`config.mk`:
```
export PLATFORM = sky130hd
export DESIGN_NAME = f1_reaction_timer
export DESIGN_NICKNAME = d
export VERILOG_FILES = /design/src/rtl/f1_reaction_timer.sv
export SDC_FILE = /design/constraint.sdc
export NUM_CORES = 1
export LEC_CHECK = 0
export CAP_MARGIN = 20
export CELL_PAD_IN_SITES_DETAIL_PLACEMENT = 0
export CELL_PAD_IN_SITES_GLOBAL_PLACEMENT = 1
export CORE_MARGIN = 2
export CORE_UTILIZATION = 41
export CTS_CLUSTER_SIZE = 20
export DETAILED_ROUTE_END_ITERATION = 12
export PLACE_DENSITY = 0.79
export SYNTH_ARGS = -nofsm -noshare
export SYNTH_HDL_FRONTEND = slang
export SYNTH_SLANG_ARGS = --single-unit
```
`constraint.sdc`:
```
create_clock -name clk -period 2.1 [get_ports clk]
set_input_delay 0.21 -clock clk [delete_from_list [all_inputs] [get_ports clk]]
set_output_delay 0.21 -clock clk [all_outputs]
set_load 0.005 [all_outputs]
```
`src/rtl/f1_reaction_timer.sv`:
```
// F1 start-light reaction timer: measures the tick count from lights-out to
// the driver's button press, and flags jump starts and saturated timeouts.
module f1_reaction_timer #(
   parameter int unsigned TIME_WIDTH  = 16,
   parameter int unsigned LIGHT_WIDTH = 8
) (
   input  logic                   clk,
   input  logic                   rst,
   input  logic                   tick,
   input  logic [LIGHT_WIDTH-1:0] lights,
   input  logic                   trigger,
   output logic [TIME_WIDTH-1:0]  time_out,
   output logic                   valid,
   output logic                   jump_start,
   output logic                   timeout,
   output logic                   busy
);

   localparam logic [TIME_WIDTH-1:0]  CNT_MAX    = {TIME_WIDTH{1'b1}};
   localparam logic [LIGHT_WIDTH-1:0] LIGHTS_ALL = {LIGHT_WIDTH{1'b1}};

   typedef enum logic [2:0] {
      IDLE   = 3'd0,
      ARMED  = 3'd1,
      TIMING = 3'd2,
      DONE   = 3'd3,
      FAULT  = 3'd4
   } state_t;

   state_t                 state, state_n;
   logic [TIME_WIDTH-1:0]  count, count_n;
   logic [TIME_WIDTH-1:0]  time_out_n;
   logic                   valid_n;
   logic                   timeout_n;
   logic                   jump_start_n;
   logic                   busy_n;
   logic                   trigger_q;
   logic [LIGHT_WIDTH-1:0] lights_q;
   logic                   press;
   logic                   lights_out;

   // Rising edge of the button and the all-on to all-off light transition.
   assign press      = trigger && !trigger_q;
   assign lights_out = (lights_q == LIGHTS_ALL) && (lights == '0);

   // State, counter, edge-detect history and registered outputs.
   always_ff @(posedge clk) begin
      if (rst) begin
         state      <= IDLE;
         count      <= '0;
         time_out   <= '0;
         valid      <= 1'b0;
         jump_start <= 1'b0;
         timeout    <= 1'b0;
         busy       <= 1'b0;
         trigger_q  <= 1'b0;
         lights_q   <= '0;
      end else begin
         state      <= state_n;
         count      <= count_n;
         time_out   <= time_out_n;
         valid      <= valid_n;
         jump_start <= jump_start_n;
         timeout    <= timeout_n;
         busy       <= busy_n;
         trigger_q  <= trigger;
         lights_q   <= lights;
      end
   end

   // Next-state, counter and next-output decode.
   always_comb begin
      state_n    = state;
      count_n    = count;
      time_out_n = time_out;
      valid_n    = 1'b0;
      timeout_n  = timeout;

      case (state)
         IDLE: begin
            if (lights != '0) state_n = ARMED;
         end
         ARMED: begin
            // A press beats everything, even a simultaneous lights-out.
            if (press) begin
               state_n = FAULT;
            end else if (lights_out) begin
               state_n = TIMING;
               count_n = '0;
            end else if (lights == '0) begin
               state_n = IDLE;
            end
         end
         TIMING: begin
            // Result is the count before this edge; a coincident tick is dropped.
            if (press) begin
               state_n    = DONE;
               time_out_n = count;
               valid_n    = 1'b1;
               timeout_n  = 1'b0;
            end else if (tick) begin
               if (count == CNT_MAX) begin
                  state_n    = DONE;
                  time_out_n = CNT_MAX;
                  valid_n    = 1'b1;
                  timeout_n  = 1'b1;
               end else begin
                  count_n = count + TIME_WIDTH'(1);
               end
            end
         end
         DONE: begin
            if (lights != '0) state_n = ARMED;
         end
         FAULT: begin
            if ((lights == '0) && !trigger) state_n = IDLE;
         end
         default: state_n = IDLE;
      endcase

      jump_start_n = (state_n == FAULT);
      busy_n       = (state_n == ARMED) || (state_n == TIMING);
   end

endmodule

```
* Word level (Yosys, flattened, before mapping)
Cells that the tools add are included.
** Word-level totals
- Register bits after elaboration :: 48
- Bits in latches :: 0
- RAM bits :: 0
- ROM bits :: 0
- Input port bits :: 12
- Output and inout bits :: 20
- Word-level logic and storage cells :: 65
- Memories :: 0
** Operators by class
- $add $sub $neg :: 1
- Multipliers :: 0
- Divide/modulo/power cells :: 0
- $lt $le $gt $ge :: 0
- Equality and inequality tests :: 14
- Shift-type cells :: 0
- Multiplexer cells :: 24
- Bitwise operators :: 1
- Reductions and logical operators :: 16
** Operator list (number)
- 16-bit two-way mux :: 8
- 16-bit case mux with 2 select lines :: 1
- 3-bit two-way mux :: 8
- 16-bit by 1-bit adder with 16-bit output (second input constant) :: 1
- 16-bit equality test (second input constant) :: 1
- 3-bit case mux with 4 select lines :: 1
- 2-bit != test (second input constant) :: 5
- 3-bit by 2-bit equality test with 1-bit output (second input constant) :: 3
- 8-bit equality test (second input constant) :: 1
- 8-bit logical NOT :: 1
- 8-bit nonzero test :: 1
- 3-bit by 1-bit equality test with 1-bit output (second input constant) :: 2
- 3-bit equality test (second input constant) :: 2
- 1-bit two-way mux :: 6
- 6-bit AND reduction :: 1
- 2-bit nonzero test :: 3
- 2-bit OR reduction :: 2
- 1-bit logical AND :: 3
- 3-bit logical NOT :: 1
- 3-bit AND reduction :: 1
- 1-bit logical NOT :: 2
- 1-bit logical OR :: 1
- 1-bit inverter :: 1

* Longest topological paths before layout
Gate-level depths: netlist (run 1).
- Depth in word-level cells :: 7
- Gate-level depth with buffers :: 8
- Gate-level depth less buffers :: 5

* Worst setup path after synthesis (run 1)
Ideal clock, no wire load.
- Path kind :: flip-flop to flip-flop
- From :: reg state[1]
- To :: reg count[6]
- Library setup time :: 0.115 ns
- Data arrival time :: 1.776 ns
- Required time :: 1.985 ns
- Slack :: 0.209 ns
- Cell stages (with the launch flop) :: 7
- Buffers on the path :: 1
- Clock period less this slack :: 1.891 ns
- Path through :: dfxtp_1 > buf_2 > nor2b_1 > a221oi_2 > o2111ai_1 > and3_1 > o21a_1
** On the way
- Longest elaborated chain between the ends :: 3
- Elaborated cells between the ends (all ways) :: 10
- Classes of those cells :: 7 x eq/ne; 1 x mux; 2 x reduce/logical
** RTL lines
- from (decl) :: line 30 : state_t state, state_n;
- from (signal assigned) :: line 59 : state <= state_n;
- 3-bit by 2-bit equality test with 1-bit output / 3-bit by 1-bit equality test with 1-bit output (equally long branches) :: line 79 : case (state)
- 2-bit != test (no line) / 2-bit nonzero test (equally long branches)
- 6-bit AND reduction (no line)
- to (signal assigned) :: line 60 : count <= count_n;
- to (decl) :: line 31 : logic [TIME_WIDTH-1:0] count, count_n;
Parallel ways exist; a longest one is shown, timed or not.
A chain may end at the register's enable or synchronous reset.

* Worst setup path after layout (run 1)
- From :: in lights[1]
- To :: reg busy
** On the way
- Longest elaborated chain between the ends :: 7
- Elaborated cells between the ends (all ways) :: 13
- Classes of those cells :: 2 x eq/ne; 6 x mux; 5 x reduce/logical
** RTL lines
- from (decl) :: line 10 : input logic [LIGHT_WIDTH-1:0] lights,
- 8-bit logical NOT :: line 44, 90, 116
- 3-bit two-way mux / 1-bit logical AND (equally long branches) :: line 90, 44
- 3-bit two-way mux :: line 87 : end else if (lights_out) begin
- 3-bit two-way mux :: line 85 : if (press) begin
- 3-bit case mux with 4 select lines (*) :: line 79
- 3-bit by 1-bit equality test with 1-bit output / 3-bit by 2-bit equality test with 1-bit output (equally long branches) :: line 122 : busy_n = (state_n == ARMED) || (state_n == TIMING);
- 1-bit logical OR (*) :: line 122
- to (signal assigned) :: line 65 : busy <= busy_n;
- to (decl) :: line 16 : output logic busy
Mark *: on every way between the ends. The rest lies on a longest branch, timed or not.

==> reports/results.tsv, run 1 <==
stage	metric	value	unit
status	status	finished clean	
pwr	p_total	1638	uW
global_routing	grt_pass1_vias	1840	
routing	drt_iter0_drc	107	
routing	vias_per_cell	5.263	
routing	drc	0	
die	die-area	0.005890	mm2
die	initial_core_util	0.4248	
setup_path	crit_fanout	3	
yosys	synth_seq_cells	48	
yosys	synthesis.nets	236	
clock_tree	cts_tree	built	
sta	tightestPinTransition	0.4409	ns
min_path	min_from	lights[6]	
yosys	syn-instance-count	223	
die	die_y	76.75	um
layout	fin_nets	296	
setup_path	reg2reg_from	state[0]$_SDFF_PP0_	
global_routing	antenna_found_initial	0	
sta	rsz0062_at_grt	false	
clock_tree	cts_buffer_depth	2	
yosys	postSynth.asyncResetShare	0	
place	numPortBuffers	31	
pwr	power_density	565.3	mW/mm2
sta	fin_crit_sh	0.9440	
clock_tree	clkLatencyLatePin	0.30	ns
routing	vias	1863	
setup_path	crit_start	lights[1]	
clock_tree	cts_buffers	5	
sta	min_period	1.982	ns
place	gp_congestion	0.8118	
global_routing	grt_max_degree	30	
global_routing	grtUsageTotal	0.1827	
die	io_pins	32	
global_routing	grt.overflow.total	0	
yosys	synth-main-ff-cell	dfxtp_1	
setup_path	crit_buf_inv	2	
sta	fmaxAchievable	504.4	MHz
setup_path	reg2reg_depth	5	
yosys	avgSynthCellArea	9.729	um2
layout	layout-drive-gt1-share	0.2465	
sta	setup_viol	0	
layout	final_common_cell	dfxtp_1	
pwr	irDropWorstVdd	0.3423	mV
clock_tree	post_cts_buffers	0	
setup_path	crit_top_cell	or4_1	
layout	fillers	488	
die	rows	26	
routing	ant_nets	0	
clock_tree	cts_max_level	2	
clock_tree	cts_hold_buffers	0	
setup_path	cp_top_family	simple AND/OR/NAND/NOR gates	
layout	fin_util	0.5674	
layout	stdcell_area	0.002898	mm2
layout	regArea	960.9	um2
setup_path	critPathCaptureType	flop	
setup_path	timing.rr.end	count[6]$_SDFFE_PP0P_	
layout	antenna_cells	0	
sta	fin_skew	0.006737	ns
layout	multi_input_area	0.001160	mm2
clock_tree	path_clk_slew	0.09	ns
clock_tree	cts-root-buf	clkbuf_8	
global_routing	grt_pass1_wl	8742	um
die	core_area	0.005107	mm2
setup_path	crit_type	primary input to flop	
layout	area_growth	33.56	%
setup_path	reg2reg_slack	0.23	ns
setup_path	worstPathCellList	clkdlybuf4s50_1, or4_1, buf_4, nor2_1, a32oi_1, or4_1, mux2i_1	
yosys	syn_area	0.002170	mm2
sta	slew_violations	0	
die	fp.dieW	76.75	um
pwr	p_leak	0.001083	uW
job	cap_violations	0	
sta	tns	0	ns
routing	wl	4956	um
min_path	min_path_type	primary input to flop	
clock_tree	cts_sinks	48	
yosys	synth_cell_type_count	49	
layout	layout_common_cells	48 x dfxtp_1, 32 x buf_4, 28 x clkdlybuf4s50_1	
yosys	synth_warnings	0	
setup_path	cp-endpoint	busy$_SDFF_PP0_	
setup_path	required	2.33	ns
routing	dr.pass1.iters	4	
setup_path	worstSetupStartpointType	primary input	
yosys	ys_seq_area_frac	0.4429	
sta	slew_headroom	0.7058	
sta	hold_violations	0	
setup_path	path_depth	7	
yosys	synth-edff-count	0	
setup_path	worstPathArrival	2.22	ns
place	dp_hpwl	3611	um
place	dpl_cell_area	0.002786	mm2
setup_path	cp_slowest_cell	or4_1	
setup_path	max_stage_delay	0.56	ns
routing	wire_per_inst	14.00	um
## power breakdown
group          internal, uW  switching [uW]
logic                  72.9            66.7
clock network           263             299
registers               926            10.4
## worst reg2reg max path, stage by stage (launching register included)
cell,delay (ns)
dfxtp_1,0.36
xor2_1,0.20
a221oi_2,0.43
o2111ai_1,0.33
and3_1,0.28
o21a_1,0.18
## worst min-delay path by stage
stage	endpoint	slack (ns)	cells after the start
CTS	lights_q[4]$_SDFF_PP0_	0.48	2
floorplan	lights_q[0]$_SDFF_PP0_	0.28	1
detailed placement	count[10]$_SDFFE_PP0P_	0.48	2
global placement	count[10]$_SDFFE_PP0P_	0.48	2
finish	lights_q[6]$_SDFF_PP0_	0.17	2
global route	lights_q[2]$_SDFF_PP0_	0.18	2
## stage by stage
stage          worst slack, ns  std cells  hold slack, ns
3_5_place_dp           -0.3433        346          0.4818
6_report                0.1175        354          0.1745
4_1_cts                0.07442        354          0.4806
5_1_grt                0.01028        354          0.1819
3_3_place_gp           -0.3051        346          0.4757
2_1_floorplan           0.2092        223          0.2816
## cells in the mapped netlist, types with 2 or more instances
cell | count | area share
a21boi_1 | 2 | 0.0069
a21o_1 | 2 | 0.0069
a21oi_1 | 12 | 0.028
a221o_1 | 2 | 0.0092
and3_1 | 2 | 0.0058
buf_2 | 3 | 0.0069
clkbuf_1 | 7 | 0.012
dfxtp_1 | 48 | 0.44
inv_1 | 4 | 0.0069
mux2i_1 | 15 | 0.069
nand2_1 | 24 | 0.042
nand2b_1 | 14 | 0.040
nand3_1 | 5 | 0.012
nand4_1 | 7 | 0.020
nor2_1 | 10 | 0.017
nor2b_1 | 12 | 0.035
nor3_1 | 2 | 0.0046
nor3b_1 | 2 | 0.0069
o2111ai_1 | 2 | 0.0081
o21a_1 | 2 | 0.0069
o21ai_0 | 2 | 0.0046
o221a_2 | 16 | 0.083
or4_1 | 2 | 0.0069
## cell families after synthesis
family,after synthesis,synth area share
xor gates and xnor gates,1,0.004038
AOI/OAI and AO/OA,52,0.2105
adders and majority gates,1,0.005766
buffers and inverters,16,0.03114
DFF,48,0.4429
and+or+nand+nor,90,0.2364
muxes,15,0.06920
## area by class of cell
type,count,share of cell area
flip-flops and latches,48,0.3316
multi-input cells,159,0.4003
clock inverters,2,0.003454
inverters,5,0.006477
well taps,70,0.03022
clock buffers,6,0.02850
repair buffers,64,0.1995
## per-layer routing
layer,vias up,part of all wire,track usage
met5,-,0,0
met4,0,0.013,0.06000
met3,7,0.048,0.03647
met2,42,0.45,0.2842
met1,867,0.49,0.2531
li1,947,-,-
## registers in the layout, summed over array words and instances (netlist names)
| register | cells |
|---|---|
| lights_q | 8 |
| time_out | 16 |
| timeout | 1 |
| state | 3 |
| count | 16 |
| trigger_q | 1 |
| valid | 1 |
| busy | 1 |
| jump_start | 1 |
## what timing repair did
item,4_1_cts,5_1_grt
resized for setup,0,6
pin swaps,1,6
hold endpoints to repair,0,0
setup endpoints to repair,1,3
No activity file was read; power rests on OpenSTA's default activity.
==> run 2: changes to the inputs <==
--- a/config.mk
+++ b/config.mk
@@ -13,6 +13,8 @@
 export CTS_CLUSTER_SIZE = 20
 export DETAILED_ROUTE_END_ITERATION = 12
 export PLACE_DENSITY = 0.79
+export REMOVE_ABC_BUFFERS = 1
+export SLEW_MARGIN = 10
 export SYNTH_ARGS = -nofsm -noshare
 export SYNTH_HDL_FRONTEND = slang
 export SYNTH_SLANG_ARGS = --single-unit
==> reports/results.tsv, run 2 (synthesis results as in run 1) <==
stage	metric	value	unit	change
layout	layout_common_cells	47 x dfxtp_1, 27 x clkdlybuf4s50_1, 24 x nand2_1, 24 x buf_4, 16 x o221a_2		
setup_path	reg2reg_from	count[9]$_SDFFE_PP0P_		
clock_tree	clkLatencyLatePin	0.30	ns	about the same
global_routing	grtUsageTotal	0.1786		-0.004125
clock_tree	cts_tree	built		
setup_path	max_stage_delay	0.60	ns	+0.04 ns
die	io_pins	32		unchanged
layout	top_regs	count x16, time_out x16, lights_q x8		
place	gp_congestion	0.8242		+1.5%
setup_path	crit_fanout	6		+3
pwr	power_switching	360.0	uW	-4.3%
routing	ant_nets	0		unchanged
setup_path	worstPathArrival	2.19	ns	-0.03 ns
clock_tree	path_clk_slew	0.08	ns	about the same
sta	min_period	1.952	ns	-0.03080 ns
sta	slew_headroom	0.6449		-0.06091
sta	tns	0	ns	unchanged
setup_path	reg2reg_depth	5		unchanged
sta	tightestPinTransition	0.5321	ns	+0.09127 ns
routing	dr.pass1.iters	4		unchanged
global_routing	grt_pass1_wl	8542	um	-2.3%
global_routing	grt_max_degree	30		unchanged
sta	fin_skew	0.009210	ns	+0.002473 ns
job	cap_violations	0		unchanged
pwr	power_frac_seq	0.570		-0.002
layout	multi_input_area	0.001156	mm2	-0.32%
sta	hold_violations	0		unchanged
layout	fin_cells	345		-2.5%
setup_path	cp_top_family	simple AND/OR/NAND/NOR gates		
setup_path	cp_slowest_cell	or4_1		
layout	area_growth	30.97	%	
layout	fillers	498		+2.0%
clock_tree	cts_sinks	48		unchanged
min_path	min_to	lights_q[7]$_SDFF_PP0_		
routing	vias_per_cell	5.301		+0.74%
setup_path	crit_buf_inv	2		unchanged
clock_tree	cts_max_level	2		unchanged
setup_path	crit_type	primary input to flop		
layout	regArea	962.2	um2	+0.13%
global_routing	antenna_found_initial	0		unchanged
routing	drt_iter0_drc	75		-30%
place	dp_hpwl	3504	um	-2.9%
min_path	hold_depth	2		unchanged
pwr	pwr-share-clk	0.350		+0.007
pwr	sw_frac_of_total	0.2187		-0.01104
layout	stdcell_area	0.002841	mm2	-1.9%
place	numPortBuffers	31		unchanged
clock_tree	cts-root-buf	clkbuf_8		
routing	wire_per_inst	14.12	um	+0.83%
setup_path	worstSetupStartpointType	primary input		
layout	layout-drive-gt1-share	0.2218		-0.02466
setup_path	critPathCaptureType	flop		
routing	vias	1829		-1.8%
die	die_y	76.75	um	unchanged
setup_path	worstPathCellList	clkdlybuf4s50_1, or4_1, nor2_1, buf_4, nand2_2, a2111oi_4, mux2i_1		
sta	setup_viol	0		unchanged
setup_path	required	2.34	ns	about the same
pwr	irDropWorstVdd	0.2910	mV	-15%
pwr	internal_power	1286	uW	+1.9%
layout	antenna_cells	0		unchanged
sta	fmaxAchievable	512.4	MHz	+1.6%
sta	slew_violations	0		unchanged
min_path	min_path_type	primary input to flop		
sta	fin_crit_sh	0.9294		-0.01467
setup_path	path_depth	7		unchanged
pwr	p_comb_frac	0.080		-0.005
die	core_area	0.005107	mm2	unchanged
routing	drc	0		unchanged
status	status	finished clean		
layout	fin_nets	288		-2.7%
min_path	min_from	lights[7]		
clock_tree	cts_buffer_depth	2		unchanged
die	die-area	0.005890	mm2	unchanged
die	fp.dieW	76.75	um	unchanged
setup_path	reg2reg_slack	0.17	ns	-0.06 ns
pwr	power_density	579.4	mW/mm2	+2.5%
routing	wl	4870	um	-1.7%
global_routing	grt.overflow.total	0		unchanged
die	initial_core_util	0.4248		unchanged
die	rows	26		unchanged
layout	final_common_cell	dfxtp_1		
place	dpl_cell_area	0.002726	mm2	-2.2%
place	dpl.cell_count	338		-2.3%
setup_path	timing.rr.end	busy$_SDFF_PP0_		
pwr	p_leak	0.001058	uW	-2.3%
clock_tree	post_cts_buffers	0		unchanged
clock_tree	cts_buffers	5		unchanged
global_routing	grt_pass1_vias	1799		-2.2%
sta	rsz0062_at_grt	false		
-- run 2: power groups by stage --
stage          Sequential [uW]  Clock [uW]  Combinational, uW
2_1_floorplan              957           0               64.0
3_3_place_gp               959           0                130
3_5_place_dp               960           0                132
4_1_cts                    938         598                132
5_1_grt                    941         634                146
6_report                   939         576                131
-- run 2: routing by layer --
layer / part of all wire / global-route usage / vias to the layer above
li1: - / - / 938
met5: 0 / 0 / -
met1: 0.50 / 0.2340 / 861
met4: 0.013 / 0.06182 / 0
met3: 0.029 / 0.03647 / 6
met2: 0.46 / 0.2921 / 24
-- run 2: worst max path at each step --
stage,startpoint,end
after detailed placement,lights[7],count[5]$_SDFFE_PP0P_
after global routing,lights[1],busy$_SDFF_PP0_
after CTS,lights[7],count[5]$_SDFFE_PP0P_
after floorplan,state[0]$_SDFF_PP0_,count[10]$_SDFFE_PP0P_
after global placement,lights[7],count[5]$_SDFFE_PP0P_
final,lights[1],count[5]$_SDFFE_PP0P_
-- run 2: timing repair --
action,4_1_cts,5_1_grt
pin swaps,1,4
resized for setup,0,7
endpoints found under the setup margin,2,8
hold buffers,0,0
-- run 2: final cells by class --
type / count / area share
multi-input cells: 159 / 0.4069
flip-flops and latches: 48 / 0.3386
repair buffers: 56 / 0.1832
clock buffers: 7 / 0.03391
well taps: 70 / 0.03082
inverters: 5 / 0.006605
-- run 2: per-stage QoR --
step	setup slack, ns	util	total power, uW	hold slack (ns)
finish	0.1483	0.5563	1646	0.1662
global route	0.05379	0.5563	1721	0.1780
CTS	0.07253	0.5527	1668	0.4847
detailed placement	-0.3764	0.5338	1092	0.4776
global placement	-0.3488	0.5338	1089	0.4793
floorplan	-0.05183	-	1021	0.2816
==> run 3: changes to the inputs <==
--- a/config.mk
+++ b/config.mk
@@ -5,11 +5,12 @@
 export SDC_FILE = /design/constraint.sdc
 export NUM_CORES = 1
 export LEC_CHECK = 0
+export ABC_AREA = 1
 export CAP_MARGIN = 20
 export CELL_PAD_IN_SITES_DETAIL_PLACEMENT = 0
 export CELL_PAD_IN_SITES_GLOBAL_PLACEMENT = 1
 export CORE_MARGIN = 2
-export CORE_UTILIZATION = 41
+export CORE_UTILIZATION = 39
 export CTS_CLUSTER_SIZE = 20
 export DETAILED_ROUTE_END_ITERATION = 12
 export PLACE_DENSITY = 0.79
==> reports/results.tsv, run 3 <==
stage	metric	value	unit	change
status	status	finished clean		
yosys	avgSynthCellArea	6.988	um2	-28%
sta	rsz0062_at_grt	false		
place	gp_congestion	0.8277		+0.42%
global_routing	grt_max_degree	18		-40%
place	dp_hpwl	4115	um	+17%
setup_path	required	2.34	ns	about the same
sta	hold_violations	0		unchanged
setup_path	crit_fanout	17		+11
clock_tree	cts_resized	0		unchanged
die	die_y	83.98	um	+9.4%
routing	drc	0		unchanged
yosys	synth_seq_cells	48		unchanged
clock_tree	cts_buffer_depth	2		unchanged
clock_tree	cts_hold_buffers	0		unchanged
layout	fillers	644		+29%
layout	antenna_cells	0		unchanged
yosys	syn-instance-count	357		+60%
layout	layout_common_cells	78 x nand2_1, 65 x nor2_1, 48 x dfxtp_1		
yosys	synthMuxAreaShare	0		-0.06920
sta	whs	0.4484	ns	+0.2821 ns
clock_tree	cts_max_level	2		unchanged
global_routing	antenna_found_initial	0		unchanged
routing	met1Wirelength	2887	um	+18%
routing	wl	5543	um	+14%
pwr	irDropWorstVdd	0.3382	mV	+16%
clock_tree	cts_buffers	5		unchanged
routing	routed.top_layer	met4		
die	rows	29		+12%
global_routing	grt_pass1_wl	9735	um	+14%
clock_tree	cts_sinks	48		unchanged
job	cap_violations	0		unchanged
die	initial_core_util	0.3974		-0.02734
place	dpl.cell_count	466		+38%
yosys	synth_area_leaders	dfxtp_1 39%, nand2_1 12%, nor2_1 9.8%		
yosys	syn_area	0.002495	mm2	+15%
yosys	synth.top_cell.area_share	0.3852		-0.05775
layout	top_regs	count x16, time_out x16, lights_q x8		
yosys	synthSimpleGateAreaFrac	0.4188		+0.1823
sta	fmaxAchievable	531.1	MHz	+3.7%
layout	fin_nets	409		+42%
routing	ant_nets	0		unchanged
pwr	power_density	586.3	mW/mm2	+1.2%
setup_path	critPathCaptureType	flop		
yosys	synth_common_cells	78 x nand2_1, 65 x nor2_1, 48 x dfxtp_1, 34 x inv_1, 27 x nand3_1		
yosys	synth-main-ff-cell	dfxtp_1		
yosys	ys_seq_area_frac	0.3852		-0.05775
sta	tightestPinTransition	0.4185	ns	-0.1136 ns
global_routing	grtUsageTotal	0.1686		-0.009968
sta	min_period	1.883	ns	-0.06895 ns
sta	setup_viol	0		unchanged
setup_path	worstPathArrival	2.12	ns	-0.07 ns
place	numPortBuffers	31		unchanged
layout	multi_input_area	0.001320	mm2	+14%
yosys	postSynth.asyncResetShare	0		unchanged
routing	dr.pass1.iters	4		unchanged
global_routing	grt_pass1_vias	2061		+15%
setup_path	crit_type	flop to flop		
clock_tree	path_clk_slew	0.09	ns	about the same
yosys	synth-edff-count	0		unchanged
routing	vias	2244		+23%
clock_tree	cts-root-buf	clkbuf_8		
yosys	synth_compound_area_frac	0.09478		-0.1157
layout	final_common_cell	nand2_1		
routing	vias_per_cell	4.734		-11%
routing	dr_wl_met2	2433	um	+9.5%
die	io_pins	32		unchanged
setup_path	worstSetupStartpointType	flop		
min_path	min_path_type	primary input to flop		
clock_tree	cts_tree	built		
yosys	synthXorXnorAreaFrac	0.01053		+0.006495
pwr	p_leak	0.001214	uW	+15%
yosys	synth_cell_type_count	31		-37%
layout	stdcell_area	0.003025	mm2	+6.5%
yosys	synthAdderAreaFrac	0.005015		-0.0007520
layout	fin_util	0.4820		-0.07438
yosys	synth_warnings	0		unchanged
die	fp.dieW	83.98	um	+9.4%
layout	regArea	960.9	um2	-0.13%
sta	tns	0	ns	unchanged
layout	area_growth	21.26	%	
place	dpl_cell_area	0.002918	mm2	+7.0%
sta	fin_crit_sh	0.8965		-0.03283
sta	slew_violations	0		unchanged
layout	layout-drive-gt1-share	0.1486		-0.07320
die	die-area	0.007053	mm2	+20%
yosys	synth_top_area_cell	dfxtp_1		
routing	routed-wl-met3	157	um	+11%
routing	wire_per_inst	11.69	um	-17%
sta	slew_headroom	0.7207		+0.07581
global_routing	grt.overflow.total	0		unchanged
die	core_area	0.006277	mm2	+23%
layout	fin_cells	474		+37%
sta	fin_skew	0.004553	ns	-0.004656 ns
yosys	synth_top_family_by_area	simple AND/OR/NAND/NOR gates		
yosys	yosysMostFrequentCell	nand2_1		
routing	drt_iter0_drc	152		+100%
clock_tree	post_cts_buffers	0		unchanged
clock_tree	clkLatencyLatePin	0.30	ns	about the same
==> run 3: cell count changes in the layout (fill, tap and decap cells not counted), sizes merged, moves of 15 or more <==
cell / delta
nand2: +59
o21ai: +16
nor2: +81
nand3: +23
mux2i: -15
inv: +34
o221a: -16
==> run 3: kinds of logic after synthesis <==
family	after synthesis
adders and majority gates	1
buffers and inverters	48
and+or+nand+nor	214
DFF	48
xor gates and xnor gates	3
AOI/OAI and AO/OA	43
==> run 3: report_power, final <==
group          switching (uW)  internal (uW)
registers                11.3            928
clock network             306            354
logic                     107           68.4
==> run 3: layer usage <==
layer  global-route usage  vias up
met1               0.2373     1008
li1                     -     1199
met4              0.05279        0
met2               0.2640       32
met5                    0        -
met3              0.02770        5
==> run 3: layout make-up <==
cell class	count	share of cell area
well taps	77	0.03184
clock buffers	6	0.02399
repair buffers	42	0.1299
inverters	38	0.04880
flip-flops and latches	48	0.3176
clock inverters	2	0.01158
multi-input cells	261	0.4363
==> run 3: stage by stage <==
step                worst slack (ns)  total power (uW)
detailed placement            0.2147              1136
global route                 0.01463              1851
floorplan                     0.4509              1053
CTS                           0.1794              1794
finish                        0.2173              1774
global placement              0.2627              1135
==> run 3: worst paths after layout <==
path                                            start                     end  slack (ns)  cells past startpoint
worst min register to register   timeout$_SDFFE_PP0P_    timeout$_SDFFE_PP0P_        0.47                      2
worst max-delay path            count[0]$_SDFFE_PP0P_    timeout$_SDFFE_PP0P_        0.22                      9
worst max register to register  count[0]$_SDFFE_PP0P_    timeout$_SDFFE_PP0P_        0.22                      9
worst min-delay path                        lights[6]  lights_q[6]$_SDFF_PP0_        0.45                      3
==> run 3: worst max-delay path, stage by stage (launching register included) <==
cell and delay [ns]:
dfxtp_1 0.45, ha_1 0.26, nand2_2 0.12, nor2_8 0.16, nand2_4 0.08, o21ai_4 0.16
nand3_4 0.13, inv_6 0.23, nand2_1 0.09, a21oi_1 0.12
